### src/rtl/vend_pkg.sv
// Shared encodings for the change dispenser: FSM states, coin_sel codes and coin values.
package vend_pkg;

   localparam int unsigned REM_W = 3;
   localparam int unsigned SEL_W = 2;
   localparam int unsigned ST_W  = 3;

   typedef enum logic [ST_W-1:0] {
      IDLE = 3'd0,
      SEL  = 3'd1,
      REQ  = 3'd2,
      DONE = 3'd3
   } state_t;

   localparam logic [SEL_W-1:0] COIN_NONE = 2'b00;
   localparam logic [SEL_W-1:0] COIN_1    = 2'b01;
   localparam logic [SEL_W-1:0] COIN_2    = 2'b10;
   localparam logic [SEL_W-1:0] COIN_5    = 2'b11;

   localparam logic [REM_W-1:0] VAL_1 = 3'd1;
   localparam logic [REM_W-1:0] VAL_2 = 3'd2;
   localparam logic [REM_W-1:0] VAL_5 = 3'd5;

   // Dollar value of a coin_sel code; COIN_NONE is worth nothing.
   function automatic logic [REM_W-1:0] coin_value(input logic [SEL_W-1:0] sel);
      case (sel)
         COIN_1:  return VAL_1;
         COIN_2:  return VAL_2;
         COIN_5:  return VAL_5;
         default: return '0;
      endcase
   endfunction

endpackage

### src/rtl/change_select.sv
// Combinational coin picker: largest available coin not exceeding rem.
// $5 payout only when CHANGE_DISPENSER_FIVE_COIN_EN is defined.
module change_select
   import vend_pkg::*;
(
   input  logic [REM_W-1:0] rem,
   input  logic             two_empty,
   input  logic             five_empty,
   output logic [SEL_W-1:0] coin_sel
);

   logic five_ok;

`ifdef CHANGE_DISPENSER_FIVE_COIN_EN
   assign five_ok = (rem >= VAL_5) && !five_empty;
`else
   logic unused_five;
   assign five_ok     = 1'b0;
   assign unused_five = five_empty;
`endif

   // $1 is the fallback, so the chosen value never exceeds a nonzero rem.
   always_comb begin
      coin_sel = COIN_1;
      if (five_ok) begin
         coin_sel = COIN_5;
      end else if ((rem >= VAL_2) && !two_empty) begin
         coin_sel = COIN_2;
      end
   end

endmodule

### src/rtl/change_dispenser.sv
// Change payout FSM: latches the amount owed and requests coins from the hopper one at a time.
// Build option: CHANGE_DISPENSER_FIVE_COIN_EN enables $5 coins (see change_select).
module change_dispenser
   import vend_pkg::*;
(
   input  logic             clk,
   input  logic             reset,
   input  logic             d,
   input  logic [REM_W-1:0] r,
   input  logic             coin_ack,
   input  logic             two_empty,
   input  logic             five_empty,
   output logic             coin_req,
   output logic [SEL_W-1:0] coin_sel,
   output logic             busy,
   output logic             done,
   output logic             dropped,
   output logic [REM_W-1:0] rem,
   output logic [ST_W-1:0]  state
);

   state_t           st;
   logic [SEL_W-1:0] pick_c;
   logic [REM_W-1:0] rem_next_c;

   change_select u_select (
      .rem        (rem),
      .two_empty  (two_empty),
      .five_empty (five_empty),
      .coin_sel   (pick_c)
   );

   assign rem_next_c = REM_W'(rem - coin_value(coin_sel));
   assign state      = st;

   // Flags are sampled only in SEL; the pending coin is frozen in coin_sel through REQ.
   always_ff @(posedge clk or negedge reset) begin
      if (!reset) begin
         st       <= IDLE;
         rem      <= '0;
         coin_req <= 1'b0;
         coin_sel <= COIN_NONE;
         busy     <= 1'b0;
         done     <= 1'b0;
         dropped  <= 1'b0;
      end else begin
         done    <= 1'b0;
         dropped <= d && (st != IDLE);
         case (st)
            IDLE: begin
               if (d) begin
                  rem  <= r;
                  busy <= 1'b1;
                  if (r == '0) begin
                     st   <= DONE;
                     done <= 1'b1;
                  end else begin
                     st <= SEL;
                  end
               end
            end
            SEL: begin
               st       <= REQ;
               coin_req <= 1'b1;
               coin_sel <= pick_c;
            end
            REQ: begin
               if (coin_ack) begin
                  rem      <= rem_next_c;
                  coin_req <= 1'b0;
                  coin_sel <= COIN_NONE;
                  if (rem_next_c == '0) begin
                     st   <= DONE;
                     done <= 1'b1;
                  end else begin
                     st <= SEL;
                  end
               end
            end
            DONE: begin
               st   <= IDLE;
               busy <= 1'b0;
            end
            default: begin
               st       <= IDLE;
               coin_req <= 1'b0;
               coin_sel <= COIN_NONE;
               busy     <= 1'b0;
            end
         endcase
      end
   end

endmodule

### config.mk
export PLATFORM = sky130hd
export DESIGN_NAME = change_dispenser
export DESIGN_NICKNAME = d
export VERILOG_FILES = /design/src/rtl/vend_pkg.sv /design/src/rtl/change_select.sv /design/src/rtl/change_dispenser.sv
export SDC_FILE = /design/constraint.sdc
export NUM_CORES = 1
export LEC_CHECK = 0
export BUFFER_PORTS_ARGS = -buffer_cell sky130_fd_sc_hd__clkbuf_2
export CORE_AREA = 2 2 39 41
export CTS_BUF_LIST = sky130_fd_sc_hd__clkbuf_4 sky130_fd_sc_hd__clkbuf_8
export DETAILED_ROUTE_END_ITERATION = 6
export DIE_AREA = 0 0 41 43
export GPL_ROUTABILITY_DRIVEN = 0
export PLACE_DENSITY = 0.88
export SYNTH_ARGS = -nofsm -noshare
export SYNTH_HDL_FRONTEND = slang
export SYNTH_SLANG_ARGS = --single-unit
### constraint.sdc
create_clock -name clk -period 4.4 [get_ports clk]
set_input_delay 0.66 -clock clk [delete_from_list [all_inputs] [get_ports clk]]
set_output_delay 0.66 -clock clk [all_outputs]
set_load 0.1 [all_outputs]
== Word level (Yosys, flattened, before mapping) ==
Cells that the tools add are included.

* Bits in registers: 12
* Word-level logic and storage cells: 54
* Output and inout bits: 12

* Eq/ne operators: 8
* Add/sub/neg operators: 1
* $lt $le $gt $ge: 1
* Multiplexer cells: 21
* Reduce and logical (&&, ||, !) cells: 14
* Bitwise logic cells: 2

{| class="wikitable"
|+ Operators with widths
! cell !! number
|-
| 3-bit case mux with 3 select lines || 2
|-
| 3-bit 2-to-1 mux || 4
|-
| 3-bit zero test || 3
|-
| 2-bit 2-to-1 mux || 4
|-
| 3-bit by 2-bit == test with 1-bit output, second input constant || 2
|-
| 1-bit 2-to-1 mux || 6
|-
| 2-bit case mux with 3 select lines || 1
|-
| 3-bit case mux with 2 select lines || 1
|-
| 2-bit AND reduction || 3
|-
| 2-bit == test, second input constant || 2
|-
| 2-bit inequality test, second input constant || 2
|-
| 1-bit case mux with 2 select lines || 2
|-
| 2-bit OR reduction || 2
|-
| 3-bit by 1-bit == test with 1-bit output, second input constant || 1
|-
| 3-bit by 2-bit greater-or-equal comparator with 1-bit output, second input constant || 1
|-
| 1-bit case mux with 3 select lines || 1
|-
| 3-bit AND reduction || 1
|-
| 3-bit nonzero test || 1
|-
| 3-bit subtractor || 1
|-
| 2-bit by 1-bit == test with 1-bit output, second input constant || 1
|-
| 1-bit logical AND || 2
|-
| 1-bit inverter || 2
|-
| 2-bit nonzero test || 1
|-
| 1-bit zero test || 1
|}

== Logic depth before layout (Yosys ltp) ==
* Depth after elaboration: 7
* Depth in mapped cells: 7
* Mapped depth without buffers: 7

== Cells and area by module ==
From an unflattened synthesis, not the netlist that was laid out.

* Cell total of the unflattened synthesis: 65
* Area total of the unflattened synthesis: 641.9 um^2

{| class="wikitable"
|+ Modules (own cells, without submodules)
! module !! area each (um^2) !! cells each !! seq. area each (um^2) !! times used
|-
| change_dispenser || 624.3 || 63 || 275.3 || 1
|-
| change_select || 17.5 || 2 || 0.0 || 1
|}

== Worst setup path after synthesis ==
OpenSTA, ideal clock, no wires.

* Kind: flip-flop to flip-flop
* Start: reg rem[0]
* End: reg rem[2]
* Path buffers: 0
* Slack: 1786 ps
* Setup time: 127 ps
* Data arrival time: 2487 ps
* Cell stages (with the launch flop): 8
* Cell sequence: dfrtp_1 > inv_1 > ha_1 > fa_1 > xor2_1 > xnor2_1 > mux2_4 > mux2_4

* Cells in the longest elaborated chain, start to end: 3

{| class="wikitable"
|+ RTL lines
! element !! RTL line !! text
|-
| from (decl) || change_dispenser.sv:18 || <nowiki>output logic [REM_W-1:0] rem,</nowiki>
|-
| from (signal assigned) || change_dispenser.sv:52 || <nowiki>rem <= r;</nowiki>
|-
| from (signal assigned) || change_dispenser.sv:69 || <nowiki>rem <= rem_next_c;</nowiki>
|-
| 3-bit subtractor || change_dispenser.sv:33 || <nowiki>assign rem_next_c = REM_W'(rem - coin_value(coin_sel));</nowiki>
|-
| 3-bit 2-to-1 mux || change_dispenser.sv:68 || <nowiki>if (coin_ack) begin</nowiki>
|-
| 3-bit case mux with 2 select lines || change_dispenser.sv:49 || <nowiki>case (st)</nowiki>
|}

Every way passes these cells. The select of a mux whose other input is x is not followed.
A chain may end at the register's enable or synchronous reset.

== Final worst setup path ==
* Start: reg coin_sel[0]
* End: reg rem[2]

* Cells in the longest elaborated chain, start to end: 5
* Elaborated cells on any way between the ends: 7
* Classes of those cells: add/sub: 1; eq/ne: 3; mux: 3

{| class="wikitable"
|+ RTL lines
! element !! RTL line !! text
|-
| from (decl) || change_dispenser.sv:14 || <nowiki>output logic [SEL_W-1:0] coin_sel,</nowiki>
|-
| from (signal assigned) || change_dispenser.sv:65 || <nowiki>coin_sel <= pick_c;</nowiki>
|-
| 2-bit == test or 2-bit by 1-bit == test with 1-bit output (tied branches) || vend_pkg.sv:26 || <nowiki>case (sel)</nowiki>
|-
| 3-bit case mux with 3 select lines * || vend_pkg.sv:26 ||
|-
| 3-bit subtractor * || change_dispenser.sv:33 ||
|-
| 3-bit 2-to-1 mux * || change_dispenser.sv:68 ||
|-
| 3-bit case mux with 2 select lines * || change_dispenser.sv:49 ||
|}

Every way passes the cells marked *; elsewhere a longest branch is shown, timed or not. The select of a mux whose other input is x is not followed.

==> Flow_metrics.wiki <==
{| class="wikitable"
! Metric !! Value
|-
| Setup TNS || 0 ns
|-
| Count of input and output buffers || 18
|-
| Average wire per standard cell || 12.8 um
|-
| Post-synth design cell area || 631 sq um
|-
| Number of clock sinks || 11
|-
| Critical Path Source Type || flop
|-
| Setup CP Type || flop to flop
|-
| Cts hold-fix bufs || 0
|-
| Drc violations || 0
|-
| Number of cell rows || 14
|-
| Class of the most critical hold timing path || primary input to async pin
|-
| Global-route wire length before repair || approximately 2.0 mm
|-
| Via density || 5.18
|-
| Antenna Violating Nets Remaining || 0
|-
| Detailed Place HPWL || 982 um
|-
| Final count of hold timing violations || 0
|-
| Data arrival time of the critical path || 2.14 ns
|-
| Run status || complete, no violations
|-
| Leading cell types in the layout, fill and taps excluded || sky130_fd_sc_hd__clkbuf_2, sky130_fd_sc_hd__dfrtp_1, sky130_fd_sc_hd__inv_1, sky130_fd_sc_hd__nand2_1, sky130_fd_sc_hd__nor2_1
|-
| Relative slew slack || 0.640
|-
| Clock tree buffer depth || 2
|-
| Final antenna diode count || 0
|-
| Cell variety after synth || 24
|-
| Tightest Pin Transition || 0.542 ns
|-
| Setup violations, final || 0
|-
| Clock latency on the worst-skew pair || 0.27 ns
|-
| Pre-CTS WS || 2.42 ns
|-
| Crit-path max FO || 5
|-
| Clock transition at the registers of the reported paths || 0.07 ns
|-
| Share of post-route cells with drive strength above 1 || 0.301
|-
| Setup slack of the critical path after layout || roughly 2.4 ns
|-
| Via count of the first global-routing pass || 506
|-
| Worst r2r dst || rem[2]
|-
| Final instance area || 759 sq um
|-
| Kind of capture point of the worst setup path || flop
|-
| Worst reg2reg path startpoint || coin_sel[0]
|-
| Sequential cell area fraction in the yosys report || 0.437
|-
| Die Width || 41 um
|-
| Final Cycle Share || 0.449
|-
| R2r setup slk || ~2.4 ns
|-
| Setup repair after global routing missed its margin || false
|-
| Clock root cell || sky130_fd_sc_hd__clkbuf_4
|-
| R2R cell count || 6
|-
| Layout overhead on the synthesized area || 20.4%
|-
| Number of antenna violations at the first check in global routing || 0
|-
| Layout net count || 99
|-
| Fraction of post-synthesis cell area in the top cell type by area || 0.437
|-
| Core Region || 1380 sq um
|-
| Clock skew || 0.000974 ns
|-
| Routed wire length || approximately 1.3 mm
|-
| TritonCTS buffer count || 3
|-
| Die Outline Area || 1760 sq um
|-
| Commonest non-fill, non-tap cell in the layout || sky130_fd_sc_hd__clkbuf_2
|-
| Crit path from || coin_sel[0]
|-
| Remaining Overflow, GRT || 0
|-
| Largest net degree at the start of global routing || 12
|-
| CTS-repair resized insts || 0
|-
| Chip height || about 43 um
|-
| Number of optimization iterations in the first detailed-route pass || 4
|-
| Minimum period implied by the final worst setup slack || 1.98 ns
|-
| Post-synthesis instance total || 63
|-
| Initial core utilization || 0.456
|-
| CTS tree || done
|-
| Synthesized Nets || between 70 and 80
|-
| Number of vias after detailed routing || 513
|-
| Post-CTS repair timing setup buffer count || 0
|-
| Global Route Usage Sum || 0.172
|-
| Post-synthesis average cell area || roughly 10 sq um
|-
| Worst path required time || about 4.6 ns
|-
| Cells taking the most area after synthesis || sky130_fd_sc_hd__dfrtp_1, sky130_fd_sc_hd__ha_1, sky130_fd_sc_hd__mux2_4
|-
| Detailed Route Iter0 Violations || 7
|-
| Max-capacitance violation count || 0
|-
| H-tree depth reported by CTS || 1
|-
| Maximum frequency from static timing analysis || between 500 and 600 MHz
|-
| Count of pins on the block boundary || 21
|-
| Most area-hungry cell type in the Yosys netlist || sky130_fd_sc_hd__dfrtp_1
|-
| Last element of the critical path || rem[2]
|-
| Final max-slew violation count || 0
|-
| Total placed instance area || 729 sq um
|-
| Yosys warning total || 0
|-
| Flop and latch count out of synthesis || 11
|}
-- cells by family (layout without fill, tap and decap cells) --
group / Yosys count / after routing / synth area share
fa+ha+maj: 6 / 6 / 0.131
other cells: 1 / 1 / 0.00595
xor+xnor: 2 / 2 / 0.0278
flops: 11 / 11 / 0.437
buf+inv: 8 / 28 / 0.0536
mux: 5 / 5 / 0.0972
compound gates: 12 / 12 / 0.117
simple gates: 18 / 18 / 0.131
-- synth_stat cells --
master	n
sky130_fd_sc_hd__nor3_1	1
sky130_fd_sc_hd__o21ai_1	1
sky130_fd_sc_hd__xor2_1	1
sky130_fd_sc_hd__a22o_1	3
sky130_fd_sc_hd__o21ai_0	5
sky130_fd_sc_hd__buf_4	1
sky130_fd_sc_hd__mux2_2	1
sky130_fd_sc_hd__nor2b_1	2
sky130_fd_sc_hd__conb_1	1
sky130_fd_sc_hd__dfrtp_1	11
sky130_fd_sc_hd__ha_1	5
sky130_fd_sc_hd__nand2_1	6
sky130_fd_sc_hd__nand2b_1	1
sky130_fd_sc_hd__inv_1	6
sky130_fd_sc_hd__mux2_4	2
sky130_fd_sc_hd__a21oi_1	2
sky130_fd_sc_hd__o31ai_1	1
sky130_fd_sc_hd__nand3_1	1
sky130_fd_sc_hd__nor2_1	6
sky130_fd_sc_hd__mux2i_1	2
sky130_fd_sc_hd__xnor2_1	1
sky130_fd_sc_hd__fa_1	1
sky130_fd_sc_hd__nor4b_1	1
sky130_fd_sc_hd__clkbuf_1	1
-- sequential cells by signal (all words and copies together), names as in the netlist --
name,flops
coin_sel,2
rem,3
done,1
state,2
dropped,1
busy,1
coin_req,1
-- worst max-delay path, stage by stage (launching register included) --
cell                      delay (ns)
sky130_fd_sc_hd__dfrtp_1        0.43
sky130_fd_sc_hd__ha_1           0.22
sky130_fd_sc_hd__fa_1           0.38
sky130_fd_sc_hd__xor2_1         0.16
sky130_fd_sc_hd__xnor2_1        0.16
sky130_fd_sc_hd__mux2_4         0.27
sky130_fd_sc_hd__mux2_4         0.25
-- worst min path at each step --
stage | from | end | slack, ns | cells past startpoint
after floorplan | reset | busy | 0.36 | 0
after global placement | coin_req | coin_req | 0.49 | 1
after detailed placement | coin_req | coin_req | 0.50 | 1
after CTS | reset | rem[2] | 0.26 | 1
after global routing | reset | rem[1] | 0.26 | 1
final | reset | rem[2] | 0.25 | 1
-- area by class of cell --
| cell class | count | area, sq um |
|---|---|---|
| Timing Repair Buffer | 18 | 90.1 |
| Multi-Input combinational cell | 44 | 322 |
| Tap cell | 16 | 20.0 |
| Sequential cell | 11 | 275 |
| Clock buffer | 4 | 30.0 |
| Fill cell | 125 | 624 |
| Inverter | 6 | 22.5 |
-- metrics by stage --
stage,utilization,hold slack [ns],std cells
after floorplan,-,0.364,63
after global placement,0.527,0.495,95
after detailed placement,0.527,0.503,95
after CTS,0.549,0.256,99
after global routing,0.549,0.264,99
final,0.549,0.250,99
-- layer usage --
layer / global-route usage / part of all wire / up-vias / routed length, um
li1: - / - / 247 / -
met1: 0.173 / 0.42 / 247 / 528
met2: 0.291 / 0.51 / 15 / 650
met3: 0.0471 / 0.048 / 4 / 61
met4: 0.100 / 0.023 / 0 / 29
met5: 0 / 0 / - / 0
Power is left out: the tool's default activity adds up to more than one toggle a clock period on the data nets, which glitch-free logic cannot reach.
